### src/rtl/vend_pkg.sv
// Shared constants and helpers for the multi-product vending controller.
package vend_pkg;

  localparam logic [1:0] ST_IDLE   = 2'd0;
  localparam logic [1:0] ST_CREDIT = 2'd1;
  localparam logic [1:0] ST_VEND   = 2'd2;
  localparam logic [1:0] ST_CHANGE = 2'd3;

  localparam int unsigned COIN_UNIT   = 1;
  localparam int unsigned PRICE_BUS_W = 256;
  localparam int unsigned PRICE_W_MAX = 32;

  // Pull the price of item idx out of a packed price table of width-bit entries.
  function automatic logic [PRICE_W_MAX-1:0] price_extract(input logic [PRICE_BUS_W-1:0] prices,
                                                           input int unsigned idx,
                                                           input int unsigned width);
    logic [PRICE_BUS_W-1:0] shifted;
    logic [PRICE_W_MAX-1:0] mask;
    shifted = prices >> (idx * width);
    mask    = PRICE_W_MAX'((64'd1 << width) - 64'd1);
    return PRICE_W_MAX'(shifted) & mask;
  endfunction

endpackage

### src/rtl/vend_ctrl_multi_if.sv
// Coin-acceptor / dispenser / change-hopper bundle for the vending controller.
interface vend_ctrl_multi_if #(
  parameter int unsigned CREDIT_W  = 8,
  parameter int unsigned COIN_W    = 3,
  parameter int unsigned NUM_ITEMS = 4
);
  localparam int unsigned ITEM_W = (NUM_ITEMS > 1) ? $clog2(NUM_ITEMS) : 1;

  logic                 coin_valid;
  logic [COIN_W-1:0]    coin_val;
  logic                 cancel;
  logic                 sel_valid;
  logic [ITEM_W-1:0]    sel_item;
  logic [NUM_ITEMS-1:0] item_empty;
  logic                 dispense;
  logic [ITEM_W-1:0]    dispense_item;
  logic                 coin_reject;
  logic                 sel_nack;
  logic                 change_valid;
  logic                 change_ready;
  logic [CREDIT_W-1:0]  credit;
  logic                 busy;

  modport master (
    output coin_valid, coin_val, cancel, sel_valid, sel_item, item_empty, change_ready,
    input  dispense, dispense_item, coin_reject, sel_nack, change_valid, credit, busy
  );

  modport slave (
    input  coin_valid, coin_val, cancel, sel_valid, sel_item, item_empty, change_ready,
    output dispense, dispense_item, coin_reject, sel_nack, change_valid, credit, busy
  );
endinterface

### src/rtl/vend_change_out.sv
// Credit register that either loads a new value or pays itself out one unit per valid/ready beat.
module vend_change_out
  import vend_pkg::*;
#(
  parameter int unsigned CREDIT_W = 8
) (
  input  logic                clk,
  input  logic                reset,
  input  logic                load,
  input  logic                drain,
  input  logic [CREDIT_W-1:0] load_val,
  input  logic                change_ready,
  output logic [CREDIT_W-1:0] credit,
  output logic                change_valid,
  output logic                last_beat_c
);

  always_ff @(posedge clk) begin
    if (reset) begin
      credit       <= '0;
      change_valid <= 1'b0;
    end else if (load) begin
      credit       <= load_val;
      change_valid <= drain && (load_val != '0);
    end else if (change_valid && change_ready) begin
      credit       <= credit - CREDIT_W'(COIN_UNIT);
      change_valid <= (credit != CREDIT_W'(COIN_UNIT));
    end
  end

  assign last_beat_c = change_valid && change_ready && (credit == CREDIT_W'(COIN_UNIT));

endmodule

### src/rtl/vend_ctrl_multi.sv
// Multi-product vending controller: credit accumulation, priced vend, unit-wise change and refund.
module vend_ctrl_multi
  import vend_pkg::*;
#(
  parameter int unsigned                   CREDIT_W   = 8,
  parameter int unsigned                   COIN_W     = 3,
  parameter int unsigned                   NUM_ITEMS  = 4,
  parameter logic [NUM_ITEMS*CREDIT_W-1:0] PRICES     = {8'd6, 8'd5, 8'd4, 8'd3},
  parameter logic [CREDIT_W-1:0]           MAX_CREDIT = 8'd40,
  parameter int unsigned                   TIMEOUT    = 1000
) (
  input logic             clk,
  input logic             reset,
  vend_ctrl_multi_if.slave bus
);

  localparam int unsigned ITEM_W  = (NUM_ITEMS > 1) ? $clog2(NUM_ITEMS) : 1;
  localparam int unsigned TIMER_W = (TIMEOUT > 1) ? $clog2(TIMEOUT) : 1;
  localparam int unsigned SUM_W   = CREDIT_W + 1;

  logic [1:0]          state, state_nxt;
  logic [TIMER_W-1:0]  timer, timer_nxt;
  logic [CREDIT_W-1:0] credit, credit_nxt, price;
  logic [COIN_W-1:0]   coin_val;
  logic [SUM_W-1:0]    coin_sum;
  logic                coin_ok, sel_ok, coin_acc, load, drain, last_beat_c, change_valid;
  logic                dispense, dispense_nxt, coin_reject, sel_nack, sel_nack_nxt, busy;
  logic [ITEM_W-1:0]   dispense_item, item_nxt;

  assign coin_val = bus.coin_val;
  assign price    = CREDIT_W'(price_extract(PRICE_BUS_W'(PRICES), 32'(bus.sel_item), CREDIT_W));
  assign coin_sum = SUM_W'(credit) + SUM_W'(coin_val);
  assign coin_ok  = (coin_val != '0) && (coin_sum <= SUM_W'(MAX_CREDIT));
  assign sel_ok   = (32'(bus.sel_item) < NUM_ITEMS) && !bus.item_empty[bus.sel_item]
                    && (SUM_W'(credit) >= SUM_W'(price));

  always_ff @(posedge clk) begin
    if (reset) begin
      state         <= ST_IDLE;
      timer         <= '0;
      dispense      <= 1'b0;
      dispense_item <= '0;
      coin_reject   <= 1'b0;
      sel_nack      <= 1'b0;
      busy          <= 1'b0;
    end else begin
      state         <= state_nxt;
      timer         <= timer_nxt;
      dispense      <= dispense_nxt;
      dispense_item <= item_nxt;
      coin_reject   <= bus.coin_valid && !coin_acc;
      sel_nack      <= sel_nack_nxt;
      busy          <= (state_nxt == ST_VEND) || (state_nxt == ST_CHANGE);
    end
  end

  // Event arbitration: cancel > selection > coin; CHANGE hands credit to the payout counter.
  always_comb begin
    state_nxt    = state;
    timer_nxt    = timer;
    credit_nxt   = credit;
    load         = 1'b0;
    coin_acc     = 1'b0;
    dispense_nxt = 1'b0;
    item_nxt     = '0;
    sel_nack_nxt = 1'b0;
    case (state)
      ST_IDLE: begin
        load = 1'b1;
        if (bus.sel_valid) begin
          sel_nack_nxt = 1'b1;
        end else if (bus.coin_valid && coin_ok) begin
          coin_acc   = 1'b1;
          credit_nxt = CREDIT_W'(coin_sum);
          timer_nxt  = '0;
          state_nxt  = ST_CREDIT;
        end
      end
      ST_CREDIT: begin
        load = 1'b1;
        if (bus.cancel) begin
          timer_nxt = '0;
          state_nxt = ST_CHANGE;
        end else if (bus.sel_valid) begin
          timer_nxt = '0;
          if (sel_ok) begin
            credit_nxt   = credit - price;
            dispense_nxt = 1'b1;
            item_nxt     = bus.sel_item;
            state_nxt    = ST_VEND;
          end else begin
            sel_nack_nxt = 1'b1;
          end
        end else if (bus.coin_valid && coin_ok) begin
          coin_acc   = 1'b1;
          credit_nxt = CREDIT_W'(coin_sum);
          timer_nxt  = '0;
        end else if (timer == TIMER_W'(TIMEOUT - 1)) begin
          timer_nxt = '0;
          state_nxt = ST_CHANGE;
        end else begin
          timer_nxt = timer + TIMER_W'(1);
        end
      end
      ST_VEND: begin
        load      = 1'b1;
        state_nxt = (credit != '0) ? ST_CHANGE : ST_IDLE;
      end
      ST_CHANGE: begin
        if ((credit == '0) || last_beat_c) state_nxt = ST_IDLE;
      end
      default: state_nxt = ST_IDLE;
    endcase
    drain = (state_nxt == ST_CHANGE);
  end

  vend_change_out #(.CREDIT_W(CREDIT_W)) u_change (
    .clk          (clk),
    .reset        (reset),
    .load         (load),
    .drain        (drain),
    .load_val     (credit_nxt),
    .change_ready (bus.change_ready),
    .credit       (credit),
    .change_valid (change_valid),
    .last_beat_c  (last_beat_c)
  );

  assign bus.credit        = credit;
  assign bus.change_valid  = change_valid;
  assign bus.dispense      = dispense;
  assign bus.dispense_item = dispense_item;
  assign bus.coin_reject   = coin_reject;
  assign bus.sel_nack      = sel_nack;
  assign bus.busy          = busy;

endmodule

### src/flat_wrapper.sv
// flat-port wrapper written by rule: the top's interface ports become plain ports
module vend_ctrl_multi_flat import vend_pkg::*;
#(
  parameter int unsigned                   CREDIT_W   = 8,
  parameter int unsigned                   COIN_W     = 3,
  parameter int unsigned                   NUM_ITEMS  = 4,
  parameter logic [NUM_ITEMS*CREDIT_W-1:0] PRICES     = {8'd6, 8'd5, 8'd4, 8'd3},
  parameter logic [CREDIT_W-1:0]           MAX_CREDIT = 8'd40,
  parameter int unsigned                   TIMEOUT    = 1000
)
  (clk, reset, bus_coin_valid, bus_coin_val, bus_cancel, bus_sel_valid, bus_sel_item, bus_item_empty, bus_change_ready, bus_dispense, bus_dispense_item, bus_coin_reject, bus_sel_nack, bus_change_valid, bus_credit, bus_busy);
  vend_ctrl_multi_if #(.CREDIT_W(CREDIT_W), .COIN_W(COIN_W), .NUM_ITEMS(NUM_ITEMS)) bus_i ();
  input logic clk;
  input logic reset;
  input wire logic [$bits(bus_i.coin_valid)-1:0] bus_coin_valid;
  input wire logic [$bits(bus_i.coin_val)-1:0] bus_coin_val;
  input wire logic [$bits(bus_i.cancel)-1:0] bus_cancel;
  input wire logic [$bits(bus_i.sel_valid)-1:0] bus_sel_valid;
  input wire logic [$bits(bus_i.sel_item)-1:0] bus_sel_item;
  input wire logic [$bits(bus_i.item_empty)-1:0] bus_item_empty;
  input wire logic [$bits(bus_i.change_ready)-1:0] bus_change_ready;
  output wire logic [$bits(bus_i.dispense)-1:0] bus_dispense;
  output wire logic [$bits(bus_i.dispense_item)-1:0] bus_dispense_item;
  output wire logic [$bits(bus_i.coin_reject)-1:0] bus_coin_reject;
  output wire logic [$bits(bus_i.sel_nack)-1:0] bus_sel_nack;
  output wire logic [$bits(bus_i.change_valid)-1:0] bus_change_valid;
  output wire logic [$bits(bus_i.credit)-1:0] bus_credit;
  output wire logic [$bits(bus_i.busy)-1:0] bus_busy;
  assign bus_i.coin_valid = bus_coin_valid;
  assign bus_i.coin_val = bus_coin_val;
  assign bus_i.cancel = bus_cancel;
  assign bus_i.sel_valid = bus_sel_valid;
  assign bus_i.sel_item = bus_sel_item;
  assign bus_i.item_empty = bus_item_empty;
  assign bus_i.change_ready = bus_change_ready;
  assign bus_dispense = bus_i.dispense;
  assign bus_dispense_item = bus_i.dispense_item;
  assign bus_coin_reject = bus_i.coin_reject;
  assign bus_sel_nack = bus_i.sel_nack;
  assign bus_change_valid = bus_i.change_valid;
  assign bus_credit = bus_i.credit;
  assign bus_busy = bus_i.busy;
  vend_ctrl_multi #(.CREDIT_W(CREDIT_W), .COIN_W(COIN_W), .NUM_ITEMS(NUM_ITEMS), .PRICES(PRICES), .MAX_CREDIT(MAX_CREDIT), .TIMEOUT(TIMEOUT)) u_core (.clk(clk), .reset(reset), .bus(bus_i));
endmodule
### config.mk
export PLATFORM = sky130hd
export DESIGN_NAME = vend_ctrl_multi_flat
export DESIGN_NICKNAME = d
export VERILOG_FILES = /design/src/rtl/vend_pkg.sv /design/src/rtl/vend_ctrl_multi_if.sv /design/src/rtl/vend_change_out.sv /design/src/rtl/vend_ctrl_multi.sv /design/src/flat_wrapper.sv
export SDC_FILE = /design/constraint.sdc
export NUM_CORES = 1
export LEC_CHECK = 0
export CAP_MARGIN = 5
export CORE_ASPECT_RATIO = 0.75
export CORE_MARGIN = 4
export CORE_UTILIZATION = 25
export DETAILED_ROUTE_END_ITERATION = 6
export GPL_ROUTABILITY_DRIVEN = 0
export HOLD_SLACK_MARGIN = 0.12
export PLACE_DENSITY = 0.51
export SYNTH_ARGS = -nofsm -noshare
export SYNTH_HDL_FRONTEND = slang
export SYNTH_SLANG_ARGS = --single-unit
### constraint.sdc
create_clock -name clk -period 4 [get_ports clk]
set_input_delay 0.8 -clock clk [delete_from_list [all_inputs] [get_ports clk]]
set_output_delay 0.8 -clock clk [all_outputs]
set_load 0.01 [all_outputs]
Word level (Yosys, flattened, before mapping)
Cells that the tools add are included.
{"block": "totals", "reg_bits": 27, "input_bits": 15, "out_inout_bits": 15, "elab_cells": 92}
{"block": "classes", "n_addsub": 4, "n_lt_le_gt_ge": 3, "n_eq_ne": 10, "n_shift": 1, "mux": 40, "bitwise_logic": 3, "n_reduce_logical": 22}
{"operator": "$mux W10", "count": 6}
{"operator": "$mux W8", "count": 7}
{"operator": "$shr A27 B5 Y8 const A", "count": 1}
{"operator": "$pmux W10 S2", "count": 1}
{"operator": "$mux W2", "count": 9}
{"operator": "$pmux W8 S2", "count": 1}
{"operator": "$reduce_bool A8 Y1", "count": 2}
{"operator": "$mux W1", "count": 12}
{"operator": "$add A10 B1 Y10 const B", "count": 1}
{"operator": "$eq A10 B10 Y1 const B", "count": 1}
{"operator": "$add A8 B3 Y9", "count": 1}
{"operator": "$le A9 B6 Y1 const B", "count": 1}
{"operator": "$eq A2 B2 Y1 const B", "count": 4}
{"operator": "$eq A8 B1 Y1 const B", "count": 1}
{"operator": "$ge A8 B8 Y1", "count": 1}
{"operator": "$logic_not A8 Y1", "count": 1}
{"operator": "$ne A8 B1 Y1 const B", "count": 1}
{"operator": "$pmux W2 S4", "count": 1}
{"operator": "$sub A8 B1 Y8 const B", "count": 1}
{"operator": "$sub A8 B8 Y8", "count": 1}
{"operator": "$logic_and A1 B1 Y1", "count": 7}
{"operator": "$reduce_or A5 Y1", "count": 1}
{"operator": "$pmux W1 S2", "count": 2}
{"operator": "$reduce_bool A2 Y1", "count": 2}
{"operator": "13 further kinds", "count": 17}

Longest topological paths before layout
{"block": "depth", "depth_word": 11, "ltp_mapped": 14}

Hierarchy
Synthesis repeated with hierarchy kept, for this count alone.
{"block": "unflattened", "hier_cells": 280, "area_unflattened_um2": 2229.6}
{"module": "vend_ctrl_multi", "n_inst": 1, "cells_each": 214, "area_each_um2": 1692.9, "seq_area_each_um2": 360.3}
{"module": "vend_change_out", "n_inst": 1, "cells_each": 66, "area_each_um2": 536.8, "seq_area_each_um2": 180.2}

Worst setup path before layout
OpenSTA, ideal clock, no wires.
{"block": "synth_path", "path_kind": "input to register", "start": "in bus_coin_val[0]", "end": "reg u_core.u_change.change_valid", "setup_ps": 122, "arrival_time_ps": 3348, "path_slack_ps": 530, "path_stages": 11, "path_buffers": 0, "cell_sequence": "ha_1 fa_1 or4b_1 nor3b_2 or3_4 nor4_4 and2b_2 a221oi_1 o22ai_1 and4bb_1 a31oi_1"}
{"block": "synth_between", "elab_chain_cells": 11, "word_cells_on_any_way": 20}
{"element": "start: declaration", "line": "flat_wrapper.sv:16", "source": "input wire logic [$bits(bus_i.coin_val)-1:0] bus_coin_val;"}
{"element": "$add A8 B3 Y9", "line": "vend_ctrl_multi.sv:32", "source": "assign coin_sum = SUM_W'(credit) + SUM_W'(coin_val);"}
{"element": "$le A9 B6 Y1", "line": "vend_ctrl_multi.sv:33", "source": "assign coin_ok = (coin_val != '0) && (coin_sum <= SUM_W'(MAX_CREDIT));"}
{"element": "$logic_and A1 B1 Y1", "line": "vend_ctrl_multi.sv:33"}
{"element": "$logic_and A1 B1 Y1", "line": "vend_ctrl_multi.sv:72, vend_ctrl_multi.sv:94"}
{"element": "$mux W8 / $mux W2 (equally long branches)", "line": "vend_ctrl_multi.sv:72, vend_ctrl_multi.sv:94"}
{"element": "$mux W8 / $mux W2 (equally long branches)", "line": "vend_ctrl_multi.sv:84", "source": "end else if (bus.sel_valid) begin"}
{"element": "$mux W8 / $mux W2 (equally long branches)", "line": "vend_ctrl_multi.sv:81", "source": "if (bus.cancel) begin"}
{"element": "$pmux W8 S2 / $pmux W2 S4 (equally long branches)", "line": "vend_ctrl_multi.sv:67", "source": "case (state)"}
{"element": "$reduce_bool A8 Y1 / $eq A2 B2 Y1 (equally long branches)", "line": "vend_change_out.sv:24, vend_ctrl_multi.sv:114"}
{"element": "$logic_and A1 B1 Y1 *", "line": "vend_change_out.sv:24", "source": "change_valid <= drain && (load_val != '0);"}
{"element": "$mux W1 *", "line": "vend_change_out.sv:22", "source": "end else if (load) begin"}
{"element": "end signal: assignment", "line": "vend_change_out.sv:24"}
{"element": "end signal: assignment", "line": "vend_change_out.sv:27", "source": "change_valid <= (credit != CREDIT_W'(COIN_UNIT));"}
{"element": "end: declaration", "line": "vend_change_out.sv:14", "source": "output logic change_valid,"}
Every way passes the cells marked *; elsewhere a longest branch is shown, timed or not.
A chain may end at the register's enable or synchronous reset.

Final worst setup path
Ends and elaborated chain as after synthesis.

==> results.txt <==
commonest non-fill, non-tap cell in the layout -> buf_4
fmax -> 258.0 MHz
Max-Cap Viols -> 0
Multi-input gate area -> 1589 µm²
combinational power share -> 40.2%
CP Capture Point -> u_core.u_change.change_valid
Post-route DRC -> 0
Synth Area in Compound Gates -> 25.31%
largest net degree at the start of global routing -> 28
worst reg2reg setup slack -> 610 ps
Syn-to-layout area delta -> 31.16%
CTS tree -> yes
register area -> 540.5 µm²
Syn Inst Count -> 298
vias post-DR -> 2,433
Reg power frac -> 34.0%
final net count -> 380
Die W -> 118.5 µm
most frequent cells in the layout -> buf_4, nor2_1, clkdlybuf4s50_1, dfxtp_1, a21oi_1
Bufs on Longest Clock Path -> 2
Tot GR Track Use -> 13.68%
estimated wirelength of the detail-placed design -> 5588 µm
internal power -> 593.2 µW
Die Area -> 10,760 µm²
VDD IR max -> 0.1586 mV
crit end category -> flop
WP data required -> 4150 ps
final hold vios -> 0
Crit Reg-Reg Startpoint -> u_core.u_change.credit[0]
WL/cell -> 15.70 µm
fillers -> 943
number of global-route vias before repair -> 2,268
register clock-pin slew on the reported worst setup and hold paths -> 70 ps
Async SR Flop Fraction -> 0%
Lkg Pwr -> 0.001127 µW
CP Launch Point -> bus_coin_val[0]
DR pass1 iterations -> 4
share of cells above drive strength 1 -> 18.75%
routed wire length -> 7224 µm
Synth Flop Type -> dfxtp_1
IO buf count -> 29
sw frac -> 34.89%
flop and latch count out of synthesis -> 27
Yosys warnings -> 0
crit path DAT -> 4030 ps
crit share post-route -> 96.90%
clock share of power -> 25.9%
core area -> 8672 µm²
dpl cells -> 454
Post-Synth XOR/XNOR Area -> 4.210%
register area share after synthesis -> 23.62%
Setup violations, final -> 0
post-synthesis cell type count -> 67
Worst-Margin Slew -> 1083 ps
Syn Area/Cell -> 7.679 µm²
non-filler cells, final -> 460
crit-path max FO -> 4
NetSw -> 317.9 µW
Worst Skew -> 9.343 ps
CP Launch Type -> input port
simple-gate share of the synthesized area -> 28.65%
path type of the worst min-delay path -> flop to flop
cts hold-fix bufs -> 0
DIE HEIGHT -> 90.86 µm
row count -> 29
mapped cell area -> 2288 µm²
clock sink count -> 27
final core utilization -> 34.61%
r2r endpoint -> u_core.u_change.change_valid
ANT cells -> 0
CTS Buf Count -> 3
Slew Limit Fails -> 0
clk root buf -> clkbuf_16
status -> finished, final reports clean
ANT nets after route -> 0
Via density -> 5.289
Synth Area in Adders -> 7.217%
first-pass GRT wire length -> 12,010 µm
initial antenna violation count -> 0
r2r worst-path depth -> 12
total grt overflow -> 0
number of synthesized flops with an enable pin -> 0
Worst-Skew Late Latency -> 270 ps
Ports -> 30
H-tree Lvls -> 1
largest family of logic cells by synthesized area -> simple AND/OR/NAND/NOR gates
unrepaired setup endpoints after global routing -> yes
Tmin final -> 3876 ps
Starting Density -> 26.39%
CP Class -> input port to flop
hold path depth -> 2
Syn Nets -> 325
mux contribution to synthesized area -> 2.242%
drt initial violations -> 148
pwr dens -> 303.6 nW/µm²
Rel. slew slack -> 27.55%
[per-layer routing]
metal / up-vias / track usage, % / part of all wire, %
met3: 4 / 3.632 / 8.1
met5: - / 0 / 0
li1: 1212 / - / -
met2: 87 / 19.59 / 41
met1: 1130 / 20.25 / 50
met4: 0 / 3.182 / 0.94
[worst max-delay path, cell delays in order]
cell	delay (ps)
clkdlybuf4s50_1	440
ha_1	220
fa_2	370
or4b_1	540
nor3b_2	230
or3_4	180
nor4_4	40
buf_4	170
and2b_2	220
a221oi_2	310
o22ai_1	150
and4bb_1	290
a31oi_1	80
[metrics by stage]
step,area [µm²],worst slack (ps),total power [µW],setup TNS [ps],hold WS [ps]
floorplan,2288,529.9,522.0,0,453.2
global placement,2859,-208.2,664.2,-804.1,476.8
detailed placement,2859,-283.2,666.6,-1720,478.6
CTS,2954,13.43,912.4,0,490.3
global route,3002,-20.01,975.2,-20.23,528.9
finish,3002,124.0,911.2,0,488.7
[registers in the layout (all words and copies together) (netlist names)]
name,cells
u_core.timer,10
u_core.bus.sel_nack,1
u_core.bus.coin_reject,1
u_core.bus.busy,1
u_core.bus.dispense_item,2
u_core.bus.dispense,1
u_core.u_change.credit,8
u_core.state,2
u_core.u_change.change_valid,1
[how the worst min path moves through the flow]
| stage | start | end | slack (ps) |
|---|---|---|---|
| 2_1_floorplan | u_core.timer[7] | u_core.timer[7] | 450 |
| 3_3_place_gp | u_core.timer[7] | u_core.timer[7] | 480 |
| 3_5_place_dp | u_core.timer[7] | u_core.timer[7] | 480 |
| 4_1_cts | u_core.timer[7] | u_core.timer[7] | 490 |
| 5_1_grt | u_core.timer[7] | u_core.timer[7] | 530 |
| 6_report | u_core.timer[7] | u_core.timer[7] | 490 |
[power by group through the flow]
| stage | sequential (µW) | clock (µW) | combinational, µW |
|---|---|---|---|
| after floorplan | 304 | 0 | 218 |
| after global placement | 315 | 0 | 350 |
| after detailed placement | 315 | 0 | 352 |
| after CTS | 309 | 247 | 356 |
| after global routing | 313 | 258 | 405 |
| final | 310 | 236 | 366 |
[Yosys cell counts (5+ instances only)]
master | n | area (µm²)
xnor2_1 | 9 | 78.83
nor2_1 | 38 | 142.6
nand3_1 | 6 | 30.03
and3_1 | 6 | 37.54
clkbuf_1 | 7 | 26.28
nand2_1 | 18 | 67.56
o21ai_0 | 18 | 90.09
ha_1 | 10 | 125.1
dfxtp_1 | 27 | 540.5
a21oi_1 | 25 | 125.1
nor3_1 | 12 | 60.06
a31oi_1 | 5 | 31.28
nor4_1 | 6 | 37.54
inv_1 | 15 | 56.30
or3_1 | 5 | 31.28
buf_6 | 6 | 67.56
a211oi_1 | 8 | 60.06
[kinds of logic after synthesis]
kind of cell,count (synthesis)
simple gates,119
compound gates,89
buf+inv,35
flops,27
fa+ha+maj,12
xor+xnor,11
mux,5
[layout make-up]
type	count	area share, %
multi-input combinational	236	52.94
inverter	16	2.001
clock inverter	1	0.2501
clock buffer	3	2.501
sequential	27	18.01
tap	108	4.502
timing repair buffer	69	19.80
[timing repair]
action | CTS | global route
pin swaps | 0 | 3
gates resized for setup | 2 | 10
setup endpoints to repair | 1 | 13
endpoints found under the hold margin | 0 | 0
setup buffers | 0 | 2
Power figures use the tool's default switching activity.
